--- config.mk ---
export PLATFORM = sky130hd
export DESIGN_NAME = des_round_ctrl_flat
export DESIGN_NICKNAME = d
export VERILOG_FILES = /design/src/rtl/des_round_ctrl_if.sv /design/src/rtl/des_round_ctrl.sv /design/src/flat_wrapper.sv
export SDC_FILE = /design/constraint.sdc
export NUM_CORES = 1
export LEC_CHECK = 0
export CAP_MARGIN = 30
export CORE_MARGIN = 8
export CORE_UTILIZATION = 34
export DETAILED_ROUTE_END_ITERATION = 10
export DONT_BUFFER_PORTS = 1
export SYNTH_ARGS = -nofsm -noshare
export SYNTH_HDL_FRONTEND = slang
export SYNTH_SLANG_ARGS = --single-unit
--- constraint.sdc ---
create_clock -name CLK -period 12.2 [get_ports CLK]
set_input_delay 1.22 -clock CLK [delete_from_list [all_inputs] [get_ports CLK]]
set_output_delay 1.22 -clock CLK [all_outputs]
set_load 0.05 [all_outputs]
--- src/rtl/des_round_ctrl_if.sv ---
// -----------------------------------------------------------------------------
// des_round_ctrl_if
// Groups the DES round-controller signals. The controller takes the slave
// modport. The master modport is for the surrounding logic: the block source,
// the external round function that drives F_OUT, and the result consumer.
//
//   START      : request to load one block (master -> slave)
//   MODE       : 0 = encrypt, 1 = decrypt, sampled with START
//   DIN[0:63]  : L0||R0 after the initial permutation
//   KEY[0:55]  : C0||D0 after PC-1
//   READY      : controller idle and able to accept START
//   F_R[0:31]  : current R half, goes to the external round function
//   F_CD[0:55] : current rotated C||D, goes to the external PC-2
//   F_OUT[0:31]: combinational round-function result for F_R/F_CD
//   ROUND_IDX  : round number minus 1 while in a round, otherwise 0
//   DOUT[0:63] : pre-output R16||L16
//   DOUT_VALID : DOUT holds a finished result
//   DOUT_ACK   : consumer accepts DOUT
// -----------------------------------------------------------------------------
interface des_round_ctrl_if;
   logic        START;
   logic        MODE;
   logic [0:63] DIN;
   logic [0:55] KEY;
   logic        READY;
   logic [0:31] F_R;
   logic [0:55] F_CD;
   logic [0:31] F_OUT;
   logic [3:0]  ROUND_IDX;
   logic [0:63] DOUT;
   logic        DOUT_VALID;
   logic        DOUT_ACK;

   modport master (
      output START, MODE, DIN, KEY, F_OUT, DOUT_ACK,
      input  READY, F_R, F_CD, ROUND_IDX, DOUT, DOUT_VALID
   );

   modport slave (
      input  START, MODE, DIN, KEY, F_OUT, DOUT_ACK,
      output READY, F_R, F_CD, ROUND_IDX, DOUT, DOUT_VALID
   );
endinterface

--- src/rtl/des_round_ctrl.sv ---
// -----------------------------------------------------------------------------
// des_round_ctrl
// Sequences the 16 DES Feistel rounds over an externally supplied round
// function. The controller holds the L/R halves and the rotating C/D key
// register, and it presents R and C||D to the outside. It takes back
// f(R, PC-2(C||D)) in the same cycle. It runs one round per clock and then
// holds R16||L16 until the consumer acknowledges it.
//
// Ports
//   CLK : clock, all state changes on the rising edge
//   RST : asynchronous, active-high reset; clears every register
//   bus : des_round_ctrl_if.slave (START/MODE/DIN/KEY in, READY out,
//         F_R/F_CD out, F_OUT in, ROUND_IDX out, DOUT/DOUT_VALID out,
//         DOUT_ACK in)
// -----------------------------------------------------------------------------
module des_round_ctrl (
   input  logic              CLK,
   input  logic              RST,
   des_round_ctrl_if.slave   bus
);

   typedef enum logic [1:0] {IDLE, ROUND, DONE} state_t;

   state_t      state_q;
   logic [0:31] l_q;
   logic [0:31] r_q;
   logic [0:55] cd_q;
   logic [3:0]  cnt_q;
   logic        mode_q;
   logic [0:63] dout_q;
   logic        vld_q;
   logic        ready_q;

   logic [0:31] r_d;
   logic [0:55] cd_d;
   logic [4:0]  k_enc;
   logic [4:0]  k_dec;

   // DES left-shift schedule s[k], k = 1..16.
   function automatic logic [1:0] shift_amt(input logic [4:0] k);
      case (k)
         5'd1, 5'd2, 5'd9, 5'd16: shift_amt = 2'd1;
         default:                 shift_amt = 2'd2;
      endcase
   endfunction

   // Rotate one 28-bit half by 1 or 2. Index 0 is the leftmost bit.
   function automatic logic [0:27] rot28(input logic [0:27] x, input logic right,
                                         input logic [1:0] n);
      case ({right, n})
         3'b001:  rot28 = {x[1:27], x[0]};
         3'b010:  rot28 = {x[2:27], x[0:1]};
         3'b101:  rot28 = {x[27], x[0:26]};
         3'b110:  rot28 = {x[26:27], x[0:25]};
         default: rot28 = x;
      endcase
   endfunction

   function automatic logic [0:55] rot_cd(input logic [0:55] cd, input logic right,
                                          input logic [1:0] n);
      rot_cd = {rot28(cd[0:27], right, n), rot28(cd[28:55], right, n)};
   endfunction

   // The register already holds the key for round counter+1. Prepare the key
   // for round k = counter+2. Encryption rotates left by s[k]. Decryption
   // walks the schedule backwards: it rotates right by s[18-k], which is
   // s[16-counter].
   always_comb begin
      k_enc = {1'b0, cnt_q} + 5'd2;
      k_dec = 5'd16 - {1'b0, cnt_q};
      r_d   = l_q ^ bus.F_OUT;
      if (mode_q) cd_d = rot_cd(cd_q, 1'b1, shift_amt(k_dec));
      else        cd_d = rot_cd(cd_q, 1'b0, shift_amt(k_enc));
   end

   always_ff @(posedge CLK or posedge RST) begin
      if (RST) begin
         state_q <= IDLE;
         l_q     <= '0;
         r_q     <= '0;
         cd_q    <= '0;
         cnt_q   <= '0;
         mode_q  <= 1'b0;
         dout_q  <= '0;
         vld_q   <= 1'b0;
         ready_q <= 1'b1;
      end else begin
         case (state_q)
            IDLE: begin
               if (bus.START) begin
                  l_q     <= bus.DIN[0:31];
                  r_q     <= bus.DIN[32:63];
                  cnt_q   <= '0;
                  mode_q  <= bus.MODE;
                  // Encryption round 1 uses C1/D1, which is one left shift
                  // of the key. Decryption round 1 uses K16, and K16 is the
                  // unrotated key because the rotations total 28.
                  cd_q    <= bus.MODE ? bus.KEY : rot_cd(bus.KEY, 1'b0, 2'd1);
                  ready_q <= 1'b0;
                  state_q <= ROUND;
               end
            end
            ROUND: begin
               l_q   <= r_q;
               r_q   <= r_d;
               // On the last round the counter wraps from 15 to 0, so
               // ROUND_IDX reads 0 in DONE without a separate clear.
               cnt_q <= cnt_q + 4'd1;
               if (cnt_q == 4'd15) begin
                  // Pre-output swap: R16 goes first.
                  dout_q  <= {r_d, r_q};
                  vld_q   <= 1'b1;
                  state_q <= DONE;
               end else begin
                  cd_q <= cd_d;
               end
            end
            DONE: begin
               if (bus.DOUT_ACK) begin
                  vld_q   <= 1'b0;
                  ready_q <= 1'b1;
                  state_q <= IDLE;
               end
            end
            default: begin
               state_q <= IDLE;
               ready_q <= 1'b1;
               vld_q   <= 1'b0;
            end
         endcase
      end
   end

   assign bus.READY      = ready_q;
   assign bus.F_R        = r_q;
   assign bus.F_CD       = cd_q;
   assign bus.ROUND_IDX  = cnt_q;
   assign bus.DOUT       = dout_q;
   assign bus.DOUT_VALID = vld_q;

endmodule

--- src/flat_wrapper.sv ---
// flat-port wrapper written by rule: the top's interface ports become plain ports
module des_round_ctrl_flat 
  (CLK, RST, bus_START, bus_MODE, bus_DIN, bus_KEY, bus_F_OUT, bus_DOUT_ACK, bus_READY, bus_F_R, bus_F_CD, bus_ROUND_IDX, bus_DOUT, bus_DOUT_VALID);
  des_round_ctrl_if bus_i ();
  input  logic CLK;
  input  logic RST;
  input wire logic [$bits(bus_i.START)-1:0] bus_START;
  input wire logic [$bits(bus_i.MODE)-1:0] bus_MODE;
  input wire logic [$bits(bus_i.DIN)-1:0] bus_DIN;
  input wire logic [$bits(bus_i.KEY)-1:0] bus_KEY;
  input wire logic [$bits(bus_i.F_OUT)-1:0] bus_F_OUT;
  input wire logic [$bits(bus_i.DOUT_ACK)-1:0] bus_DOUT_ACK;
  output wire logic [$bits(bus_i.READY)-1:0] bus_READY;
  output wire logic [$bits(bus_i.F_R)-1:0] bus_F_R;
  output wire logic [$bits(bus_i.F_CD)-1:0] bus_F_CD;
  output wire logic [$bits(bus_i.ROUND_IDX)-1:0] bus_ROUND_IDX;
  output wire logic [$bits(bus_i.DOUT)-1:0] bus_DOUT;
  output wire logic [$bits(bus_i.DOUT_VALID)-1:0] bus_DOUT_VALID;
  assign bus_i.START = bus_START;
  assign bus_i.MODE = bus_MODE;
  assign bus_i.DIN = bus_DIN;
  assign bus_i.KEY = bus_KEY;
  assign bus_i.F_OUT = bus_F_OUT;
  assign bus_i.DOUT_ACK = bus_DOUT_ACK;
  assign bus_READY = bus_i.READY;
  assign bus_F_R = bus_i.F_R;
  assign bus_F_CD = bus_i.F_CD;
  assign bus_ROUND_IDX = bus_i.ROUND_IDX;
  assign bus_DOUT = bus_i.DOUT;
  assign bus_DOUT_VALID = bus_i.DOUT_VALID;
  des_round_ctrl u_core (.CLK(CLK), .RST(RST), .bus(bus_i));
endmodule
==> impl_metrics.toml, run 1 <==
[worst_hold_path]
hold_class = "input pin to asynchronous set/reset pin"

[sta]
setup_viol_count_final = 0
rsz0062_at_grt = "false"
fin_crit_sh = 0.273
setup_tns_ns = 0
holdWs_ns = 0.512
worst_pin_slew_ns = 1.03
period_needed_ns = 3.33
maxSlewViolCount = 0
clock_skew_ns = 0.0139
fmax_mhz = 300
hold_viol = 0
slew_headroom = 0.310

[clock_network]
ctsHoldBuffers = 0
clk_latency_ns = 0.44
cts_sinks = 193
clk_pin_slew_worst_paths_ns = 0.07
post_cts_resized = 0
cts_tree = "done"
cts.htree.levels = 4
cts_setup_buffers = 0
root_buffer = "clkbuf_16"
numCtsBuffers = 17
cts_buffer_depth = 2

[synthesis]
netlist_instances = 1158
synth_nets = 1321
yosysSeqAreaShare = 0.441
async_reset_ff_frac = 1.00
yosysUniqueCellTypes = 41
synthFlopType = "dfrtp_1"
syn_area_per_cell_sq_um = 9.46
yosysWarnings = 0
synth_area_sq_um = 11000
synth_edf_count = 0
ys_ff_latch = 193

[global_route]
overflow = 0
grt_antenna_before_repair = 1
grt_max_degree = 128
grt_pass1_vias = 8391
grt_use_total = 0.170
grt_pass1_wl_um = 52000

[worst_setup_path]
path_class = "register to register"
crit_arrival_ns = 3.65
crit_path_max_fanout = 76
critPathCaptureType = "register"
crit_path_start_kind = "register"
worstPathRequired_ns = 12.52

[placement]
postPlaceCellArea_sq_um = 11200
dp_cells = 1475
gp_congestion = 0.800
io_buffers = 0
dp_hpwl_um = 23200

[cells_and_area]
nNetsFinal = 1256
most-common-layout-cells = "dfrtp_1, nand2_1, mux2i_1"
multiInputGateArea_sq_um = 5670
drive_above_1_share = 0.153
regArea_sq_um = 4830
final_area_sq_um = 11800
final_common_cell = "dfrtp_1"
syn_to_final_growth_pct = 7.62
final-instance-count-excl-fill = 1508
n_fill_cell = 3136

[die]
start_util = 0.346
coreArea_sq_um = 31600
die_h_um = 195
dieArea_sq_um = 38200
rows = 65
die_w_um = 195
ios = 315

[route]
drc = 0
drt_wl_total_um = 33600
dr.pass1.iters = 5
avgViaCountPerCell = 5.68
detail_route.wl_per_cell_um = 22.3
first_iter_violations = 446
final_antenna_net_count = 0
dr_total_vias = 8567

[run]
maxCapViolations = 0

[status]
status = "finished clean"
-- stage by stage --
| step | utilization | setup slack (ns) |
|---|---|---|
| 6_report | 0.373 | 8.87 |
| 5_1_grt | 0.373 | 8.65 |
| 4_1_cts | 0.372 | 8.86 |
| 3_5_place_dp | 0.354 | 8.87 |
| 3_3_place_gp | 0.352 | 8.83 |
| 2_1_floorplan | - | 5.73 |
-- critical path, cell delays in order (launching register included) --
cell and delay, ns:
dfrtp_1 0.84, ha_1 0.41, nand3_1 0.18, nor2_4 0.53, buf_4 0.76, mux2_2 0.41
-- Yosys cell counts, types with 18 or more instances --
library cell / number / area, sq um
buf_2: 19 / 95.1
a31oi_1: 32 / 200
mux2i_1: 112 / 1120
mux2_2: 33 / 372
nand2_1: 181 / 679
nand3_1: 59 / 295
xnor2_1: 32 / 280
a21oi_1: 60 / 300
a311oi_1: 38 / 333
o22a_1: 33 / 289
clkbuf_1: 62 / 233
o21ai_0: 63 / 315
nor3b_1: 27 / 203
dfrtp_1: 192 / 4800
nor2_1: 75 / 282
or2_2: 58 / 363
a311oi_2: 18 / 270
-- final cells by class --
class | instances | area share
Clock buffer | 17 | 0.0361
Inverter | 10 | 0.00382
Clock inverter | 14 | 0.0125
Timing Repair Buffer | 15 | 0.0140
Tap cell | 402 | 0.0427
Multi-Input combinational cell | 856 | 0.481
Sequential cell | 193 | 0.410
Antenna cell | 1 | 0.000212
-- final timing paths --
check / startpoint / to / slack, ns / cells after the start
setup / recovery: u_core.bus.ROUND_IDX[1] / u_core.bus.DOUT[58] / 8.87 / 5
hold / removal: RST / u_core.bus.DOUT[57] / 0.51 / 1
setup reg to reg: u_core.bus.ROUND_IDX[1] / u_core.bus.DOUT[58] / 8.87 / 5
hold reg to reg: u_core.l_q[22] / u_core.l_q[22] / 0.57 / 2
max in group asynchronous: RST / u_core.bus.ROUND_IDX[1] / 10.37 / 4
min in group CLK: u_core.l_q[22] / u_core.l_q[22] / 0.57 / 2
-- logic make-up (layout without fill, tap and decap cells) --
| group | Yosys count | count (layout) | share of synthesized area |
|---|---|---|---|
| simple gates | 411 | 411 | 0.173 |
| compound gates | 262 | 262 | 0.171 |
| flops | 193 | 193 | 0.441 |
| mux | 145 | 145 | 0.136 |
| buf+inv | 109 | 56 | 0.0471 |
| xor+xnor | 32 | 32 | 0.0256 |
| fa+ha+maj | 6 | 6 | 0.00685 |
| other cells | 0 | 1 | 0 |
-- flip-flops by register name, indices dropped and copies added, names as in the netlist --
| name | count |
|---|---|
| u_core.bus.ROUND_IDX | 4 |
| u_core.l_q | 32 |
| u_core.bus.DOUT | 64 |
| u_core.bus.READY | 1 |
| u_core.bus.F_CD | 56 |
| u_core.mode_q | 1 |
| u_core.bus.DOUT_VALID | 1 |
| u_core.bus.F_R | 32 |
| u_core.state_q | 2 |
-- metal layers --
metal | track usage | vias up | share of wire | wire length (um)
met4 | 0.0421 | 0 | 0.014 | 472
li1 | - | 3994 | - | -
met1 | 0.223 | 4235 | 0.42 | 14100
met3 | 0.0607 | 21 | 0.10 | 3430
met2 | 0.265 | 317 | 0.46 | 15600
met5 | 0 | - | 0 | 0
Power of run 1 is left out: the tool's default activity adds up to more than one toggle a clock period on the data nets, which glitch-free logic cannot reach.
==> inputs of run 2 (changes only) <==
==> constraint.sdc (replaced) <==
create_clock -name CLK -period 2.9 [get_ports CLK]
set_input_delay 0.29 -clock CLK [delete_from_list [all_inputs] [get_ports CLK]]
set_output_delay 0.29 -clock CLK [all_outputs]
set_load 0.05 [all_outputs]
==> impl_metrics.toml, run 2 (synthesis results as in run 1) <==
[sta]
setup_tns_ns = 0
period_needed_ns = 2.60
maxSlewViolCount = 0
rsz0062_at_grt = "false"
fin_crit_sh = 0.896
slew_headroom = 0.558
worst_pin_slew_ns = 0.663
setup_viol_count_final = 0
holdWs_ns = 0.0177
hold_viol = 0
clock_skew_ns = 0.0134
fmax_mhz = 385

[route]
wl_met3_um = 3670
drt_wl_total_um = 34800
avgViaCountPerCell = 5.63
highest_layer = "met4"
final_antenna_net_count = 0
detail_route.wl_per_cell_um = 22.4
drc = 0
dr_wl_met2_um = 16300
dr.pass1.iters = 4
first_iter_violations = 444
wl_met1_um = 14500
dr_total_vias = 8739

[global_route]
overflow = 0
grt_pass1_wl_um = 53800
grt_pass1_vias = 8619
grt_use_total = 0.176
grt_max_degree = 114
grt_antenna_before_repair = 0

[cells_and_area]
final_util = 0.389
final-instance-count-excl-fill = 1551
antenna_cells = 0
multiInputGateArea_sq_um = 5670
nNetsFinal = 1299
syn_to_final_growth_pct = 12.5
most-common-layout-cells = "dfrtp_1, nand2_1, mux2i_1"
largest_register_ffs = 64
drive_above_1_share = 0.161
n_fill_cell = 3106
final_common_cell = "dfrtp_1"
regArea_sq_um = 4830

[worst_setup_path]
path_class = "register to register"
crit_path_start_kind = "register"
crit_path_max_fanout = 42
crit_arrival_ns = 2.92
critPathCaptureType = "register"
worstPathRequired_ns = 3.22

[clock_network]
cts_tree = "done"
ctsHoldBuffers = 28
cts_sinks = 193
clk_latency_ns = 0.44
clk_pin_slew_worst_paths_ns = 0.08
post_cts_resized = 0
cts_buffer_depth = 2
numCtsBuffers = 17
cts_setup_buffers = 0
cts.htree.levels = 4
root_buffer = "clkbuf_16"

[die]
rows = 65
coreArea_sq_um = 31600
die_w_um = 195
ios = 315
start_util = 0.346
dieArea_sq_um = 38200
die_h_um = 195

[placement]
io_buffers = 0
gp_congestion = 0.820
dp_cells = 1491
dp_hpwl_um = 24300

[worst_hold_path]
hold_class = "input pin to register"

[run]
maxCapViolations = 0

[status]
status = "finished clean"
[run 2: cell count changes in the layout (fill, tap and decap cells not counted), moves of 2 or more]
cell	before	now
buf_12	1	12
dlygate4sd3_1	0	28
buf_4	12	17
clkinv_4	4	2
[run 2: layout make-up]
class                      count  share of cell area
multi-input combinational    856               0.460
sequential                   193               0.392
timing repair buffer          58              0.0548
tap                          402              0.0408
clock buffer                  18              0.0356
clock inverter                14              0.0131
inverter                      10             0.00335
[run 2: through the flow]
step | worst slack [ns] | instance area (sq um)
2_1_floorplan | 0.120 | 11000
3_5_place_dp | 0.284 | 11400
5_1_grt | 0.00348 | 12300
3_3_place_gp | 0.219 | 11400
6_report | 0.303 | 12300
4_1_cts | 0.271 | 12300
[run 2: critical path, stage by stage (launching register included)]
cell	delay, ns
dfrtp_1	0.49
inv_1	0.14
ha_1	0.26
a21bo_2	0.25
a211oi_1	0.47
or2_2	0.25
buf_12	0.23
nand2_1	0.08
a311oi_1	0.32
[run 2: path summary, 6_finish.rpt]
kind | from | to | slack (ns) | cells past startpoint
max | u_core.bus.ROUND_IDX[1] | u_core.bus.F_CD[51] | 0.30 | 8
min | bus_DIN[62] | u_core.l_q[1] | 0.02 | 2
max reg2reg | u_core.bus.ROUND_IDX[1] | u_core.bus.F_CD[51] | 0.30 | 8
min reg2reg | u_core.l_q[2] | u_core.l_q[2] | 0.57 | 2
max in group asynchronous | RST | u_core.bus.F_R[16] | 1.82 | 4
min in group asynchronous | RST | u_core.mode_q | 0.29 | 2
[run 2: layer usage]
layer | GRT usage | up-vias
met5 | 0 | -
met4 | 0.0320 | 0
met3 | 0.0662 | 17
met2 | 0.285 | 332
met1 | 0.224 | 4308
li1 | - | 4082
Power of run 2 is left out for the same reason.
==> inputs of run 3 (changes only) <==
--- a/config.mk
+++ b/config.mk
@@ -7,9 +7,11 @@
 export LEC_CHECK = 0
 export CAP_MARGIN = 30
 export CORE_MARGIN = 8
-export CORE_UTILIZATION = 34
+export CORE_UTILIZATION = 53
+export CTS_BUF_LIST = sky130_fd_sc_hd__clkbuf_4 sky130_fd_sc_hd__clkbuf_8 sky130_fd_sc_hd__clkbuf_16
 export DETAILED_ROUTE_END_ITERATION = 10
 export DONT_BUFFER_PORTS = 1
+export PLACE_DENSITY = 0.82
 export SYNTH_ARGS = -nofsm -noshare
 export SYNTH_HDL_FRONTEND = slang
 export SYNTH_SLANG_ARGS = --single-unit
==> impl_metrics.toml, run 3 (synthesis results as in run 1) <==
[sta]
fmax_mhz = 395
hold_viol = 0
maxSlewViolCount = 0
rsz0062_at_grt = "false"
slew_headroom = 0.521
setup_tns_ns = 0
fin_crit_sh = 0.873
setup_viol_count_final = 0
worst_pin_slew_ns = 0.719
clock_skew_ns = 0.0139
period_needed_ns = 2.53

[cells_and_area]
final_common_cell = "dfrtp_1"
n_fill_cell = 1657
nNetsFinal = 1285
most-common-layout-cells = "dfrtp_1, nand2_1, mux2i_1"
syn_to_final_growth_pct = 9.73
antenna_cells = 0
largest_register_ffs = 64
drive_above_1_share = 0.158

[worst_setup_path]
path_class = "register to register"
worstPathRequired_ns = 3.22
crit_path_start_kind = "register"
crit_path_max_fanout = 56
crit_arrival_ns = 2.86
critPathCaptureType = "register"

[clock_network]
clk_latency_ns = 0.43
root_buffer = "clkbuf_16"
clk_pin_slew_worst_paths_ns = 0.09
cts_buffer_depth = 2
cts_sinks = 193
cts_setup_buffers = 0
post_cts_resized = 0
numCtsBuffers = 17
ctsHoldBuffers = 20
cts_tree = "done"
cts.htree.levels = 4

[global_route]
grt_use_total = 0.242
grt_pass1_wl_um = 50400
grt_max_degree = 114
overflow = 0
grt_antenna_before_repair = 0
grt_pass1_vias = 8869

[die]
die_w_um = 160
ios = 315
rows = 52
coreArea_sq_um = 20200
die_h_um = 160
dieArea_sq_um = 25500
start_util = 0.541

[route]
dr.pass1.iters = 5
dr_total_vias = 8839
final_antenna_net_count = 0
first_iter_violations = 1010
detail_route.wl_per_cell_um = 22.5
drc = 0
avgViaCountPerCell = 6.29
drt_wl_total_um = 31600

[placement]
gp_congestion = 0.855
dp_hpwl_um = 22200
io_buffers = 0

[status]
status = "finished clean"

[run]
maxCapViolations = 0

[worst_hold_path]
hold_class = "input pin to register"
==> run 3: final cells by class <==
| class | instances | area (sq um) | area share |
|---|---|---|---|
| inverter | 10 | 41.3 | 0.00343 |
| clock buffer | 18 | 439 | 0.0365 |
| sequential | 193 | 4830 | 0.402 |
| multi-input combinational | 856 | 5670 | 0.471 |
| timing repair buffer | 44 | 518 | 0.0431 |
| clock inverter | 14 | 184 | 0.0153 |
| tap | 270 | 338 | 0.0281 |
==> run 3: path summary, 6_finish.rpt <==
check	slack, ns	endpoint	start	cells past startpoint
setup / recovery	0.37	u_core.bus.F_CD[15]	u_core.bus.ROUND_IDX[1]	8
hold / removal	0.02	u_core.l_q[7]	bus_DIN[56]	2
setup reg to reg	0.37	u_core.bus.F_CD[15]	u_core.bus.ROUND_IDX[1]	8
hold reg to reg	0.56	u_core.mode_q	u_core.mode_q	1
max in group asynchronous	1.54	u_core.l_q[6]	RST	3
min in group asynchronous	0.45	u_core.bus.F_R[28]	RST	2
==> run 3: per-stage QoR <==
stage	hold slack (ns)	util	area (sq um)	worst slack (ns)	std cells
2_1_floorplan	0.440	-	11000	0.120	1158
3_5_place_dp	0.290	0.553	11200	0.362	1353
5_1_grt	0.00318	0.594	12000	0.150	1405
4_1_cts	0.000684	0.594	12000	0.376	1405
3_3_place_gp	0.290	0.552	11200	0.279	1352
6_report	0.0225	0.594	12000	0.369	1405
==> run 3: worst max-delay path, stage by stage, from the launching register on <==
cell and delay, ns:
dfrtp_1 0.49, inv_1 0.14, ha_1 0.24, a21bo_2 0.24, a211oi_1 0.42, or2_2 0.22, buf_12 0.26, nand2_1 0.09
a311oi_1 0.32
==> run 3: layer usage <==
metal	vias to the layer above	track usage	share of wire
li1	4053	-	-
met2	463	0.398	0.49
met3	37	0.0815	0.10
met5	-	0	0
met4	0	0.0712	0.016
met1	4286	0.296	0.39
Power of run 3 is left out for the same reason.
